`src/rtl/pair_detect_arbiter.sv`:
```
// Round-robin arbiter that lends one shared consecutive-equal-bit detector to
// NREQ serial requesters and reports the match count of each granted frame.
module pair_detect_arbiter #(
  parameter int NREQ  = 4,
  parameter int LEN_W = 8,
  parameter int CNT_W = 8
) (
  input  logic                  clk,
  input  logic                  reset,
  input  logic [NREQ-1:0]       req,
  input  logic [NREQ*LEN_W-1:0] frame_len,
  input  logic [NREQ-1:0]       bit_in,
  output logic [NREQ-1:0]       gnt,
  output logic                  busy,
  output logic                  done,
  output logic [CNT_W-1:0]      match_cnt
);

  localparam int IDX_W = (NREQ > 1) ? $clog2(NREQ) : 1;

  typedef enum logic [1:0] {IDLE = 2'd0, RUN = 2'd1, DONE = 2'd2} state_t;
  typedef enum logic [1:0] {DET_A = 2'd0, DET_B = 2'd1, DET_C = 2'd2} det_t;

  // Handshake: a requester raises req and holds it until its done pulse; gnt is
  // the acknowledgement and stays fixed from the grant edge through DONE.
  state_t             state;
  det_t               det;
  det_t               det_next;
  logic [IDX_W-1:0]   cur_idx;
  logic [IDX_W-1:0]   last_grant;
  logic [LEN_W-1:0]   remaining;
  logic [CNT_W-1:0]   count;
  logic [CNT_W-1:0]   cnt_next;
  logic               pick_valid;
  logic [IDX_W-1:0]   pick_idx;
  logic [IDX_W-1:0]   cand;
  logic [LEN_W-1:0]   pick_len;
  logic               cur_bit;
  logic               hit;

  // Scan from the lowest priority offset upward so the last hit is the winner.
  always_comb begin
    pick_valid = 1'b0;
    pick_idx   = '0;
    cand       = '0;
    for (int i = NREQ; i >= 1; i--) begin
      cand = IDX_W'((int'(last_grant) + i) % NREQ);
      if (req[cand]) begin
        pick_valid = 1'b1;
        pick_idx   = cand;
      end
    end
  end

  assign pick_len = frame_len[pick_idx*LEN_W +: LEN_W];
  assign cur_bit  = bit_in[cur_idx];

  always_comb begin
    det_next = DET_A;
    hit      = 1'b0;
    case (det)
      DET_A: det_next = cur_bit ? DET_C : DET_B;
      DET_B: begin
        det_next = cur_bit ? DET_C : DET_B;
        hit      = ~cur_bit;
      end
      DET_C: begin
        det_next = cur_bit ? DET_C : DET_B;
        hit      = cur_bit;
      end
      default: det_next = DET_A;
    endcase
  end

  assign cnt_next = (hit && (count != {CNT_W{1'b1}})) ? count + 1'b1 : count;

  always_ff @(posedge clk or posedge reset) begin
    if (reset) begin
      state      <= IDLE;
      det        <= DET_A;
      cur_idx    <= '0;
      last_grant <= IDX_W'(NREQ - 1);
      remaining  <= '0;
      count      <= '0;
      gnt        <= '0;
      busy       <= 1'b0;
      done       <= 1'b0;
      match_cnt  <= '0;
    end else begin
      done <= 1'b0;
      case (state)
        IDLE: begin
          if (pick_valid) begin
            cur_idx   <= pick_idx;
            gnt       <= NREQ'(1) << pick_idx;
            remaining <= pick_len;
            count     <= '0;
            det       <= DET_A;
            busy      <= 1'b1;
            if (pick_len == '0) begin
              state     <= DONE;
              done      <= 1'b1;
              match_cnt <= '0;
            end else begin
              state <= RUN;
            end
          end else begin
            gnt  <= '0;
            busy <= 1'b0;
          end
        end
        RUN: begin
          det       <= det_next;
          count     <= cnt_next;
          remaining <= remaining - 1'b1;
          if (remaining == LEN_W'(1)) begin
            state     <= DONE;
            done      <= 1'b1;
            match_cnt <= cnt_next;
          end
        end
        DONE: begin
          last_grant <= cur_idx;
          state      <= IDLE;
          gnt        <= '0;
          busy       <= 1'b0;
        end
        default: begin
          state <= IDLE;
          gnt   <= '0;
          busy  <= 1'b0;
        end
      endcase
    end
  end

endmodule

```
`config.mk`:
```
export PLATFORM = sky130hd
export DESIGN_NAME = pair_detect_arbiter
export DESIGN_NICKNAME = d
export VERILOG_FILES = /design/src/rtl/pair_detect_arbiter.sv
export SDC_FILE = /design/constraint.sdc
export NUM_CORES = 1
export LEC_CHECK = 0
export CAP_MARGIN = 20
export CORE_AREA = 2 2 76 78
export DETAILED_ROUTE_END_ITERATION = 8
export DIE_AREA = 0 0 78 80
export PLACE_DENSITY = 0.79
export SYNTH_ARGS = -nofsm -noshare
export SYNTH_HDL_FRONTEND = slang
export SYNTH_SLANG_ARGS = --single-unit
```
`constraint.sdc`:
```
create_clock -name clk -period 2.3 [get_ports clk]
set_clock_uncertainty 0.05 [all_clocks]
set_input_delay 0.46 -clock clk [delete_from_list [all_inputs] [get_ports clk]]
set_output_delay 0.46 -clock clk [all_outputs]
set_load 0.01 [all_outputs]
```
* Word level (Yosys, flattened, before mapping)
Index checks and enable logic that the tools add are counted.
** Word-level totals
- Register bits :: 38
- Bits in latches :: 0
- RAM bits :: 0
- Bits in read-only memories :: 0
- Input port bits :: 42
- Memories :: 0
** Cells by class
- Add/subtract/negate cells :: 6
- $mul :: 0
- Div/mod/pow operators :: 0
- Magnitude comparators :: 5
- Equality and inequality tests :: 9
- Shifts and indexed selects :: 2
- Muxes and demuxes :: 44
- Bitwise operators :: 1
- Reductions and logical operators :: 10
** Operators by type and width (number)
- 8-bit 2-to-1 mux :: 6
- 8-bit one-hot mux with 2 select lines :: 3
- 32-bit by 6-bit indexed part select with 8-bit output :: 1
- 2-bit 2-to-1 mux :: 10
- 2-bit by 3-bit < comparator with 1-bit output (second input constant) :: 5
- 1-bit 2-to-1 mux :: 13
- 1-bit binary-select mux with 2-bit select :: 5
- 8-bit by 1-bit adder with 8-bit output (second input constant) :: 1
- 8-bit by 1-bit equality test with 1-bit output (second input constant) :: 1
- 8-bit zero test :: 1
- 8-bit != test (second input constant) :: 1
- 2-bit one-hot mux with 2 select lines :: 2
- 4-bit one-hot mux with 2 select lines :: 1
- 8-bit by 1-bit subtractor with 8-bit output (second input constant) :: 1
- 2-bit != test (second input constant) :: 3
- 1-bit one-hot mux with 2 select lines :: 3
- 2-bit AND reduction :: 3
- 2-bit by 1-bit adder with 2-bit output (second input constant) :: 2
- 2-bit adder (second input constant) :: 2
- 2-bit by 1-bit equality test with 1-bit output (second input constant) :: 2
- 2-bit equality test (second input constant) :: 2
- 2-bit zero test :: 2
- 4-bit 2-to-1 mux :: 1
- 4-bit AND reduction :: 1
- other kinds (5) :: 5

* Longest topological paths before layout
Gate-level depths: netlist of run 1.
- Word-level depth :: 12
- Depth in mapped cells :: 8
- Depth with buffers taken out :: 7

* Worst setup path before layout of run 1
Ideal clock, no wire load.
- Kind :: reg-to-reg
- Start :: register last_grant[1]
- End :: register match_cnt[7]
- Arrival :: 2.132 ns
- Slack :: -0.017 ns
- Cell stages (with the launch flop) :: 9
- Buffers on the path :: 1
- Path through :: dfstp_2 > nand3b_1 > a31oi_1 > buf_4 > mux2i_1 > mux2i_1 > or4_4 > nor2_4 > o21ai_0
** On the way
- Cells in the longest elaborated chain, start to end :: 11
- Elaborated cells on any way between the ends :: 25
- Classes of those cells :: add/sub: 4; eq/ne: 2; shift: 1; mux: 16; reduce/logical: 2
** RTL lines
- from (decl) :: RTL line 30 : logic [IDX_W-1:0] last_grant;
- from (signal assigned) :: RTL line 82 : last_grant <= IDX_W'(NREQ - 1);
- from (signal assigned) :: RTL line 123 : last_grant <= cur_idx;
- 2-bit by 1-bit adder with 2-bit output :: RTL line 47 : cand = IDX_W'((int'(last_grant) + i) % NREQ);
- 1-bit binary-select mux with 2-bit select :: RTL line 48 : if (req[cand]) begin
- 1-bit 2-to-1 mux (not written as such) :: RTL line 48
- 2-bit 2-to-1 mux (4 in a row) :: RTL line 48
- 32-bit by 6-bit indexed part select with 8-bit output :: RTL line 55 : assign pick_len = frame_len[pick_idx*LEN_W +: LEN_W];
- 8-bit zero test :: RTL line 100 : if (pick_len == '0) begin
- 2-bit != test (no line)
- 4-bit AND reduction (no line) *
- to (signal assigned) :: RTL line 119 : match_cnt <= cnt_next;
- to (decl) :: RTL line 16 : output logic [CNT_W-1:0] match_cnt
Mark *: on every way between the ends. The rest lies on a longest branch, timed or not. The select of a mux whose other input is x is not followed.
A chain may end at the register's enable or synchronous reset.

* Final worst setup path of run 1
- Start :: register last_grant[1]
- End :: register state[1]
** On the way
- Cells in the longest elaborated chain, start to end :: 12
- Elaborated cells on any way between the ends :: 27
- Classes of those cells :: add/sub: 4; eq/ne: 1; shift: 1; mux: 19; reduce/logical: 2
** RTL lines
- 2-bit by 1-bit adder with 2-bit output :: RTL line 47
- 1-bit binary-select mux with 2-bit select :: RTL line 48
- 1-bit 2-to-1 mux (not written as such) :: RTL line 48
- 2-bit 2-to-1 mux (4 in a row) :: RTL line 48
- 32-bit by 6-bit indexed part select with 8-bit output :: RTL line 55
- 8-bit zero test :: RTL line 100
- 2-bit 2-to-1 mux :: RTL line 100
- 2-bit 2-to-1 mux :: RTL line 93 : if (pick_valid) begin
- 2-bit one-hot mux with 2 select lines :: RTL line 91 : case (state)
- to (signal assigned) :: RTL line 101 : state <= DONE;
- to (signal assigned) :: RTL line 105 : state <= RUN;
- to (signal assigned) :: RTL line 117 : state <= DONE;
- to (decl) :: RTL line 26 : state_t state;
Several ways; a longest one is shown, not always the timed one. The select of a mux whose other input is x is not followed.

==> impl_metrics.ini, run 1 <==
[global_routing]
gr-usage-met2_pct = 42.3
grt_use_total_pct = 22.8
met1_usage_pct = 27.4
grt_max_degree = 39
antenna_found_initial = 0
overflow = 0
grt_pass1_wl_mm = 11.1
use_met3_pct = 3.62
grt_pass1_vias = 2307
top_usage_layer = met2

[sta]
final_max_slew_viol_count = 0
finalHoldViolCount = 0
min_period_over_period_pct = 112
tightest_slew_ns = 0.618
setup_slack_ns = -0.284
rsz0062_at_grt = yes
relSlewSlack_pct = 58.7
clock.fmax_ghz = 0.387
fin_crit_ns = 2.58
setup_violations = 11

[placed_design]
port_buffers = 55
place.gp.congestion = 0.817
dp_hpwl_mm = 4.55
placed_cells = 405
place_ws_ns = -0.728

[routing]
drt_pass1_iterations = 4
drc = 0
detail_route.vias_per_cell = 5.50
postRouteAntennaNets = 0
drt_iter0_drc = 191
num_vias = 2322
wl_mm = 6.78
wl_per_cell_um = 16.1

[yosys]
synth_area_leader_cell = dfrtp_1
synthCells = 252
yosysWarningCount = 0
synth_nets = 297
synth-edff-count = 0
synth_area_leaders = dfrtp_1, mux2i_1, nand2_1, o21ai_0, o31ai_1
ys_seq_elements = 38
netlist-cell-type-count = 47
async_flop_share_pct = 100
syn-cell-area_um2 = 2350
synth.top_cell.area_share_pct = 38.3
synth-seq-area-share_pct = 40.6
yosys_most_used_dff = dfrtp_1
avgSynthCellArea_um2 = 9.33

[setup_path]
crit_fanout = 9
crit_required_ns = 2.48
path_class = reg -> reg
worst_path_largest_cell_delay_ns = 0.60
cp.arrival_ns = 2.77
critPathTopFamily = simple AND/OR/NAND/NOR gates
cp-start-kind = register
crit_path_top_delay_cell = or4_4
path_cells = buf_4, a21o_1, a31oi_4, buf_12, mux2i_4, mux2i_1, or4_4, nor2_4, o32a_1
worstSetupEndpointType = register
path_buf_inv = 2

[floorplan]
io_pins = 56
dieArea_um2 = 6240
start_util_pct = 43.5
die_y_um = 80
core-area_um2 = 5410
die_w_um = 78
rows = 27

[pwr]
p_leak_nw = 1.57
p_per_area_nw_per_um2 = 1180
power_mw = 4.16
vdd_drop_max_mv = 0.622

[finish]
syn_to_final_growth_pct = 50.6
fin_nets = 394
final_common_cell = clkdlybuf4s50_1
register_area_um2 = 953
n_antenna_cell = 0
final_cell_mix = clkdlybuf4s50_1, buf_4, nand2_1, dfrtp_1, mux2i_1
final_layout_size_suffix_gt1_share_pct = 22.0
multi_input_area_um2 = 1410
final-instance-count-excl-fill = 422
fill_cells = 416

[clock_network]
cts_hold_buf = 0
path_clk_slew_ns = 0.08
numCtsBuffers = 5
cts_root_buf = clkbuf_8
htree_levels = 2
clk_path_buf_depth = 2
numClockSinks = 38
insertion_delay_ns = 0.30
tritoncts = done

[run_status]
violations = negative setup slack
status = finished with violations

[min_path]
hold_class = reg -> reg

[run]
cap_violations = 0
## per-stage QoR
stage	instance area (um^2)	utilization, %	hold WS (ns)	setup TNS [ns]
after floorplan	2350	-	0.436	0
after global placement	3240	60.0	0.414	-9.18
after detailed placement	3240	60.0	0.429	-10.57
after CTS	3490	64.5	0.452	-2.81
after global routing	3540	65.5	0.479	-3.82
final	3540	65.5	0.458	-2.68
## routing by layer
layer / vias to the layer above / share of wire [%]
met4: 0 / 1.6
met3: 11 / 4.2
met5: - / 0
met2: 63 / 53
met1: 1129 / 41
li1: 1119 / -
## worst register-to-register path, cell delays in order (launching register included)
cell and delay [ns]:
dfstp_2 0.39, buf_4 0.13, a21o_1 0.19, a31oi_4 0.22, buf_12 0.17, mux2i_4 0.23
mux2i_1 0.12, or4_4 0.60, nor2_4 0.23, o32a_1 0.18
## kinds of logic after synthesis
family,synth area share [%]
AND/OR/NAND/NOR,18.4
AO/OA/AOI/OAI,19.6
flip-flops,40.6
multiplexers,14.6
buffers and inverters,3.41
XOR/XNOR,1.86
adder cells (fa/ha/maj),1.60
## what timing repair did
action | 4_1_cts | 5_1_grt
gates resized for setup | 22 | 11
endpoints found under the setup margin | 17 | 18
buffers inserted | 4 | 4
pin swaps | 15 | 5
cloned | 2 | 0
## cell usage after synthesis (2+ instances only)
library cell	n
nor2b_1	2
inv_1	6
clkbuf_1	7
o211ai_1	3
nor2_1	12
mux2_2	5
o32a_1	2
dfrtp_1	36
a21o_1	5
or4_4	2
o21ai_0	22
ha_1	3
nor3_1	6
a31oi_1	2
nand4_1	2
nand3b_1	2
nand3_1	10
nand2_1	36
dfstp_2	2
and3_1	2
or3_1	2
and4_1	2
xnor2_1	5
o31ai_1	8
a21oi_1	9
mux2i_1	25
nand2b_1	9
a22oi_1	6
## where the power goes
part / switching, mW / internal (mW) / total (mW)
Sequential: 0.256 / 0.931 / 1.19
Clock: 0.262 / 0.435 / 0.696
Combinational: 1.07 / 1.21 / 2.28
Total: 1.59 / 2.58 / 4.16
## state kept, by name, indices dropped and copies added (netlist names)
name,count
match_cnt,8
count,8
done,1
busy,1
det,2
gnt,4
state,2
cur_idx,2
remaining,8
last_grant,2
## final timing paths
kind                               start       endpoint  slack [ns]  cells after the start
max                        last_grant[1]       state[1]       -0.28                      9
min                               gnt[0]         gnt[0]        0.46                      2
max reg2reg                last_grant[1]       state[1]       -0.28                      9
min reg2reg                       gnt[0]         gnt[0]        0.46                      2
max in group asynchronous          reset  last_grant[1]        1.32                      3
min in group asynchronous          reset         gnt[0]        0.53                      3
## cell type report
cell class	count	share of cell area, %
flip-flops and latches	38	26.9
inverters	6	0.636
clock inverters	3	1.94
repair buffers	100	26.3
well taps	72	2.55
multi-input cells	198	39.7
clock buffers	5	1.94
Note: power is estimated with default switching activity, not from simulation.
==> inputs of run 2 (changes only) <==
--- a/config.mk
+++ b/config.mk
@@ -7,9 +7,10 @@
 export LEC_CHECK = 0
 export CAP_MARGIN = 20
 export CORE_AREA = 2 2 76 78
+export CTS_CLUSTER_DIAMETER = 40
 export DETAILED_ROUTE_END_ITERATION = 8
 export DIE_AREA = 0 0 78 80
-export PLACE_DENSITY = 0.79
+export PLACE_DENSITY = 0.74
 export SYNTH_ARGS = -nofsm -noshare
 export SYNTH_HDL_FRONTEND = slang
 export SYNTH_SLANG_ARGS = --single-unit
==> impl_metrics.ini, run 2 (same netlist as run 1, synthesis figures left out) <==
[pwr]
clockPowerShare_pct = 12.4
pwr-share-seq_pct = 30.4
p_int_mw = 2.37
vdd_drop_max_mv = 0.527
switching_share_pct = 38.6
p_leak_nw = 1.55
p_per_area_nw_per_um2 = 1110
switching_power_mw = 1.49
combPwrFrac_pct = 57.2

[clock_network]
clk_path_buf_depth = 2
path_clk_slew_ns = 0.07
insertion_delay_ns = 0.29
tritoncts = done
cts_hold_buf = 0
cts_root_buf = clkbuf_8
numClockSinks = 38
htree_levels = 2
numCtsBuffers = 5

[run]
cap_violations = 0

[routing]
drt_iter0_drc = 169
drc = 0
wl_per_cell_um = 15.4
detail_route.vias_per_cell = 5.43
postRouteAntennaNets = 0
wl_mm = 6.55
num_vias = 2302
drt_pass1_iterations = 4

[global_routing]
grt_pass1_wl_mm = 11.2
grt_pass1_vias = 2412
antenna_found_initial = 0
overflow = 0
grt_use_total_pct = 22.8
grt_max_degree = 39

[finish]
reg_top3 = count x8, match_cnt x8, remaining x8
fill_cells = 452
fin_nets = 396
register_area_um2 = 953
syn_to_final_growth_pct = 48.0
n_antenna_cell = 0
final_cell_mix = clkdlybuf4s50_1, buf_4, nand2_1, dfrtp_1, mux2i_1
final_common_cell = clkdlybuf4s50_1
multi_input_area_um2 = 1380
final_layout_size_suffix_gt1_share_pct = 21.9

[sta]
timing.hold.ws_ns = 0.443
final_max_slew_viol_count = 0
rsz0062_at_grt = yes
min_period_over_period_pct = 115
tightest_slew_ns = 0.570
fin_crit_ns = 2.65
clock.fmax_ghz = 0.377
setup_slack_ns = -0.353
finalHoldViolCount = 0
setup_violations = 11
relSlewSlack_pct = 62.0

[floorplan]
rows = 27
dieArea_um2 = 6240
io_pins = 56
die_w_um = 78
core-area_um2 = 5410
start_util_pct = 43.5
die_y_um = 80

[setup_path]
worstSetupEndpointType = register
path_class = reg -> reg
cp-start-kind = register
crit_required_ns = 2.42
cp.arrival_ns = 2.78
crit_fanout = 6

[placed_design]
port_buffers = 55
dp_hpwl_mm = 4.45
place_ws_ns = -0.701
place.gp.congestion = 0.803

[run_status]
status = finished with violations
violations = negative setup slack

[min_path]
hold_class = reg -> reg
-- run 2: changes by cell type in the layout (fill, tap and decap cells not counted), sizes merged --
cell    change
buf         +2
bufinv      -2
clkbuf      +2
-- run 2: final cells by class --
type	count	share of cell area (%)
clock buffers	7	2.48
flip-flops and latches	38	27.4
clock inverters	1	0.144
inverters	6	0.647
well taps	72	2.59
multi-input cells	198	39.7
repair buffers	102	27.0
-- run 2: path summary, 6_finish.rpt --
kind,start,endpoint,slack (ns),cells after the start
hold / removal,gnt[1],gnt[1],0.44,2
max in group asynchronous,reset,last_grant[1],1.30,3
min in group asynchronous,reset,match_cnt[6],0.53,3
setup reg to reg,last_grant[1],match_cnt[6],-0.35,9
hold reg to reg,gnt[1],gnt[1],0.44,2
setup / recovery,last_grant[1],match_cnt[6],-0.35,9
-- run 2: metrics by stage --
step,power (mW),cells,area [um^2],setup TNS [ns],utilization [%]
finish,3.85,424,3480,-3.62,64.4
global route,4.14,424,3480,-4.54,64.4
global placement,3.10,405,3230,-9.28,59.8
detailed placement,3.15,405,3230,-10.27,59.8
floorplan,2.35,252,2350,0,-
CTS,3.84,422,3460,-3.15,64.0
-- run 2: worst max-delay path, cell delays in order (launching register included) --
cell      delay [ns]
dfstp_2         0.58
nand3b_1        0.14
a31oi_4         0.25
buf_12          0.14
buf_12          0.11
mux2i_1         0.18
mux2i_1         0.12
or4_4           0.61
nor2_4          0.26
o21ai_1         0.09
-- run 2: power groups by stage --
stage	sequential, mW	combinational (mW)	clock [mW]
2_1_floorplan	1.16	1.20	0
3_3_place_gp	1.17	1.93	0
3_5_place_dp	1.18	1.97	0
4_1_cts	1.17	2.19	0.482
5_1_grt	1.21	2.42	0.508
6_report	1.17	2.21	0.476
-- run 2: routing by layer --
layer | vias up | track usage (%) | share of wire [%]
met1 | 1110 | 28.1 | 43
met5 | - | 0 | 0
li1 | 1125 | - | -
met2 | 49 | 39.6 | 50
met3 | 18 | 3.17 | 3.7
met4 | 0 | 10.4 | 2.5
-- run 2: timing repair --
action / in CTS / in global routing
gates resized for setup: 22 / 7
pin swaps: 15 / 7
setup endpoints to repair: 15 / 16
buffers inserted: 7 / 3
gates cloned: 2 / 0
==> inputs of run 3 (changes only) <==
--- a/config.mk
+++ b/config.mk
@@ -5,6 +5,7 @@
 export SDC_FILE = /design/constraint.sdc
 export NUM_CORES = 1
 export LEC_CHECK = 0
+export ABC_CLOCK_PERIOD_IN_PS = 2300
 export CAP_MARGIN = 20
 export CORE_AREA = 2 2 76 78
 export CTS_CLUSTER_DIAMETER = 40
==> results of run 3 <==
The final DEF is identical to that of run 2; final timing and power are the same.
